[config.mk]
export PLATFORM = sky130hd
export DESIGN_NAME = unidad_control_multiciclo
export DESIGN_NICKNAME = d
export VERILOG_FILES = /design/src/rtl/unidad_control_multiciclo.sv
export SDC_FILE = /design/constraint.sdc
export NUM_CORES = 1
export LEC_CHECK = 0
export ABC_AREA = 1
export ABC_CLOCK_PERIOD_IN_PS = 2630
export CAP_MARGIN = 20
export CORE_MARGIN = 3
export CORE_UTILIZATION = 37
export CTS_CLUSTER_DIAMETER = 150
export DETAILED_ROUTE_END_ITERATION = 6
export HOLD_SLACK_MARGIN = 0.03
export PLACE_DENSITY_LB_ADDON = 0.3
export SYNTH_ARGS = -nofsm -noshare
export SYNTH_HDL_FRONTEND = slang
export SYNTH_SLANG_ARGS = --single-unit
[constraint.sdc]
create_clock -name clk -period 2.63 [get_ports clk]
set_input_delay 0.3945 -clock clk [delete_from_list [all_inputs] [get_ports clk]]
set_output_delay 0.3945 -clock clk [all_outputs]
set_load 0.01 [all_outputs]
[src/rtl/unidad_control_multiciclo.sv]
// Multicycle control unit: sequences fetch, decode, execute, memory and
// write-back, and drives every datapath select/enable from the current state.
module unidad_control_multiciclo (
    input  logic       clk,
    input  logic       reset_n,
    input  logic [5:0] Opcode,
    input  logic       Zero,
    input  logic       Mem_Ready,
    output logic [1:0] RegDst,
    output logic       RegWrite,
    output logic [1:0] MemtoReg,
    output logic       MemRead,
    output logic       MemWrite,
    output logic       IorD,
    output logic       IRWrite,
    output logic       ALUSrcA,
    output logic [1:0] ALUSrcB,
    output logic [1:0] ALUOp,
    output logic [1:0] PCSource,
    output logic       PC_En,
    output logic       Instr_Done,
    output logic       Error,
    output logic [3:0] Estado
);

    localparam logic [5:0] OP_R    = 6'b000000;
    localparam logic [5:0] OP_LW   = 6'b100011;
    localparam logic [5:0] OP_SW   = 6'b101011;
    localparam logic [5:0] OP_BEQ  = 6'b000100;
    localparam logic [5:0] OP_J    = 6'b000010;
    localparam logic [5:0] OP_JAL  = 6'b000011;
    localparam logic [5:0] OP_ADDI = 6'b001000;

    typedef enum logic [3:0] {
        INIT      = 4'd0,
        FETCH     = 4'd1,
        DECODE    = 4'd2,
        MEM_ADDR  = 4'd3,
        MEM_READ  = 4'd4,
        MEM_WB    = 4'd5,
        MEM_WRITE = 4'd6,
        R_EXEC    = 4'd7,
        R_WB      = 4'd8,
        I_EXEC    = 4'd9,
        I_WB      = 4'd10,
        BRANCH    = 4'd11,
        JUMP      = 4'd12,
        JAL       = 4'd13,
        ERROR     = 4'd14
    } state_t;

    state_t state;
    state_t next_state;

    assign Estado = state;

    // State register with synchronous active-low reset.
    always_ff @(posedge clk) begin
        if (!reset_n) begin
            state <= INIT;
        end else begin
            state <= next_state;
        end
    end

    // Next-state selection and state-decoded datapath controls.
    always_comb begin
        next_state = INIT;
        RegDst     = 2'd0;
        RegWrite   = 1'b0;
        MemtoReg   = 2'd0;
        MemRead    = 1'b0;
        MemWrite   = 1'b0;
        IorD       = 1'b0;
        IRWrite    = 1'b0;
        ALUSrcA    = 1'b0;
        ALUSrcB    = 2'd0;
        ALUOp      = 2'd0;
        PCSource   = 2'd0;
        PC_En      = 1'b0;
        Instr_Done = 1'b0;
        Error      = 1'b0;

        case (state)
            INIT: begin
                next_state = FETCH;
            end
            FETCH: begin
                MemRead    = 1'b1;
                ALUSrcB    = 2'd1;
                IRWrite    = Mem_Ready;
                PC_En      = Mem_Ready;
                next_state = Mem_Ready ? DECODE : FETCH;
            end
            DECODE: begin
                ALUSrcB = 2'd3;
                case (Opcode)
                    OP_LW, OP_SW: next_state = MEM_ADDR;
                    OP_R:         next_state = R_EXEC;
                    OP_ADDI:      next_state = I_EXEC;
                    OP_BEQ:       next_state = BRANCH;
                    OP_J:         next_state = JUMP;
                    OP_JAL:       next_state = JAL;
                    default:      next_state = ERROR;
                endcase
            end
            MEM_ADDR: begin
                ALUSrcA = 1'b1;
                ALUSrcB = 2'd2;
                // Opcode is held by the IR, so it still tells lw from sw here.
                if (Opcode == OP_LW) begin
                    next_state = MEM_READ;
                end else if (Opcode == OP_SW) begin
                    next_state = MEM_WRITE;
                end else begin
                    next_state = INIT;
                end
            end
            MEM_READ: begin
                MemRead    = 1'b1;
                IorD       = 1'b1;
                next_state = Mem_Ready ? MEM_WB : MEM_READ;
            end
            MEM_WB: begin
                RegWrite   = 1'b1;
                MemtoReg   = 2'd1;
                Instr_Done = 1'b1;
                next_state = FETCH;
            end
            MEM_WRITE: begin
                MemWrite   = 1'b1;
                IorD       = 1'b1;
                Instr_Done = Mem_Ready;
                next_state = Mem_Ready ? FETCH : MEM_WRITE;
            end
            R_EXEC: begin
                ALUSrcA    = 1'b1;
                ALUOp      = 2'd2;
                next_state = R_WB;
            end
            R_WB: begin
                RegWrite   = 1'b1;
                RegDst     = 2'd1;
                Instr_Done = 1'b1;
                next_state = FETCH;
            end
            I_EXEC: begin
                ALUSrcA    = 1'b1;
                ALUSrcB    = 2'd2;
                next_state = I_WB;
            end
            I_WB: begin
                RegWrite   = 1'b1;
                Instr_Done = 1'b1;
                next_state = FETCH;
            end
            BRANCH: begin
                ALUSrcA    = 1'b1;
                ALUOp      = 2'd1;
                PCSource   = 2'd1;
                PC_En      = Zero;
                Instr_Done = 1'b1;
                next_state = FETCH;
            end
            JUMP: begin
                PCSource   = 2'd2;
                PC_En      = 1'b1;
                Instr_Done = 1'b1;
                next_state = FETCH;
            end
            JAL: begin
                // PC already holds PC+4 from FETCH; it is written to r31 while
                // the jump target is loaded in the same cycle.
                RegWrite   = 1'b1;
                RegDst     = 2'd2;
                MemtoReg   = 2'd2;
                PCSource   = 2'd2;
                PC_En      = 1'b1;
                Instr_Done = 1'b1;
                next_state = FETCH;
            end
            ERROR: begin
                Error      = 1'b1;
                next_state = ERROR;
            end
            default: begin
                next_state = INIT;
            end
        endcase
    end

endmodule
==> impl_results.md <==
- Clock latency on the worst-skew pair: about 0.24 ns
- Outcome: finished, final reports clean
- Gate power share: 0.548
- Worst reg2reg startpoint: Estado[1]$_SDFF_PN0_
- Total vias in the final route: 735
- Setup Buffers After CTS: 0
- F_max: roughly 440 MHz
- CP Class: reg -> out
- Mapped Cells: around 100
- Drt pass-1 iters: 4
- Final Max Slew Viols: 0
- Max_cap viols: 0
- Synth Area per Inst: 4.94 um^2
- Final Cell Area: 850 um^2
- CP Capture Type: output port
- Initial drt markers: 13
- Layout cell share with drive strength beyond 1: 0.0667
- Slew headroom: 0.776
- Seq cells post-synth: 4
- CTS tree: done
- Final TNS setup: 0 ns
- Max FFs per register: 4
- Initial antenna violation count: 0
- Cts-stage hold buffer count: 0
- Routed length per instance: ~11 um
- Worst Tran Pin Value: 0.336 ns
- Core ar.: around 1200 um^2
- CP max stage delay: ~0.55 ns
- Pwr Density: approximately 440 nW/um^2
- Routability cong.: between 0.8 and 0.9
- GRT Util Overall: 0.181
- Synth area leaders: nor2_1 (19%), nand2_1 (17%), dfxtp_1 (16%)
- Int Pwr: approximately 0.22 mW
- Sequential area share after synthesis: 0.159
- Net count, final: 147
- Die area: 1840 um^2
- P_sw: approximately 0.15 mW
- Clock Skew: a little under 0.01 ns
- Post_cts resized: 0
- Post-DP HPWL: about 1300 um
- FF-to-FF path depth: 7
- Starting density of the core: 0.425
- CP max stage cell: clkdlybuf4s50_1
- Overall routed net length: 1580 um
- Synthesis-to-finish area growth: 68.5%
- Multi-input gate area: around 330 um^2
- Startpoint types: flip-flop
- CTS clock-pin slew for the worst setup and hold paths: ~0.040 ns
- Clock share of power: 0.213
- Chip height: 42.9 um
- DP Area: about 830 um^2
- Sequential power share: 0.239
- Post-DR vias/cell: 4.93
- Routed Antenna Nets: 0
- Largest net degree at the start of global routing: 9
- Max clock buf depth: 2
- Fillers: approximately 110
- Register area: between 80 and 90 um^2
- Most frequent cells in the layout: clkdlybuf4s50_1 (32), nor2_1 (26), nand2_1 (23)
- CP startpoint: Estado[0]$_SDFF_PN0_
- Num ports: 33
- CTS Buf Count: 3
- Vias in the first global route: between 600 and 700
- Hold/Removal Path Class: reg -> reg
- Crit path cell chain: inv_2 > nor2_1 > nand2_1 > o211ai_1 > o21bai_1 > clkdlybuf4s50_1
- Crit path max fanout: 8
- Worst vdd ir: roughly 0.00040 V
- Pwr Total: ~0.37 mW
- Antenna Cells: 0
- Final min period: ~2.3 ns
- First-pass GRT wire length: 2570 um
- Final hold viol count: 0
- Hold WS: about 0.73 ns
- PortBufs: 32
- Yosys cell types: 17
- Clock Sink Count: 4
- Pleak: around 0.40 nW
- YS warnings: 0
- Mapped Area: 504 um^2
- CTS HTree Levels: 1
- Final cycle utilization of the critical path: 0.866
- DR DRC count: 0
- Post-synth top area cell: nor2_1
- Row Count: 12
- Global route total overflow: 0
- Hold Path Depth: 4
- Beginning of the worst hold path: Estado[2]$_SDFF_PN0_
- Most common cell after layout, fill and taps aside: clkdlybuf4s50_1
- Syn nets: 112
- # setup viols final: 0
- Worst EP required: 2.24 ns
- Die width: 42.9 um
- Worst EP arrival: between 1.5 and 2 ns
- CTS root buffer: clkbuf_4
- RSZ-0062 raised after global routing: no
- Top cell type's share of synthesized area: 0.194
- Net Sw Frac: 0.394
routing by layer:
| metal | wire length [um] | up-vias | global-route usage | share of wire |
|---|---|---|---|---|
| li1 | - | 383 | - | - |
| met5 | 0 | - | 0 | 0 |
| met2 | 810 | 25 | 0.329 | 0.51 |
| met3 | 119 | 4 | 0.0339 | 0.075 |
| met4 | 38 | 0 | 0.118 | 0.024 |
| met1 | 614 | 323 | 0.183 | 0.39 |
stage by stage:
stage,utilization,worst slack (ns),instances
6_report,0.716,0.353,149
5_1_grt,0.716,0.231,149
4_1_cts,0.716,0.373,149
3_5_place_dp,0.697,0.557,146
3_3_place_gp,0.697,0.617,146
2_1_floorplan,-,1.16,102
power groups by stage:
stage          registers (mW)  clock network (mW)  logic, mW
6_report               0.0886              0.0787      0.203
5_1_grt                0.0901              0.0841      0.222
4_1_cts                0.0879              0.0815      0.203
3_5_place_dp           0.0890                   0      0.203
3_3_place_gp           0.0879                   0      0.201
2_1_floorplan          0.0884                   0     0.0967
worst paths after layout:
path                     endpoint  slack, ns
min          Estado[3]$_SDFF_PN0_       0.73
max                    Instr_Done       0.35
min reg2reg  Estado[3]$_SDFF_PN0_       0.73
max reg2reg  Estado[1]$_SDFF_PN0_       1.33
final cells by class:
class,count,share of cell area
flip-flops and latches,4,0.0943
multi-input cells,76,0.393
repair buffers,32,0.377
inverters,20,0.0884
clock buffers,3,0.0265
well taps,14,0.0206
critical path, delay by kind of cell, from the launching register on:
family / cells / cell delay [ns]
compound gates: 2 / 0.28
buf+inv: 2 / 0.64
flops: 1 / 0.50
simple gates: 2 / 0.22
kinds of logic (layout without fill, tap and decap cells):
logic type	count (synthesis)	in the layout	synth area share
compound gates	15	15	0.169
flops	4	4	0.159
simple gates	61	61	0.494
buf+inv	22	55	0.179
cell usage after synthesis:
master / n
a21oi_1: 5
a22oi_1: 1
a31oi_1: 1
buf_4: 2
dfxtp_1: 4
inv_1: 18
inv_2: 2
nand2_1: 23
nand2_2: 2
nand3_1: 7
nor2_1: 26
nor2_2: 2
nor3_1: 1
o211ai_1: 1
o21ai_0: 5
o21bai_1: 1
o22ai_1: 1
Note: power is estimated with default switching activity, not from simulation.
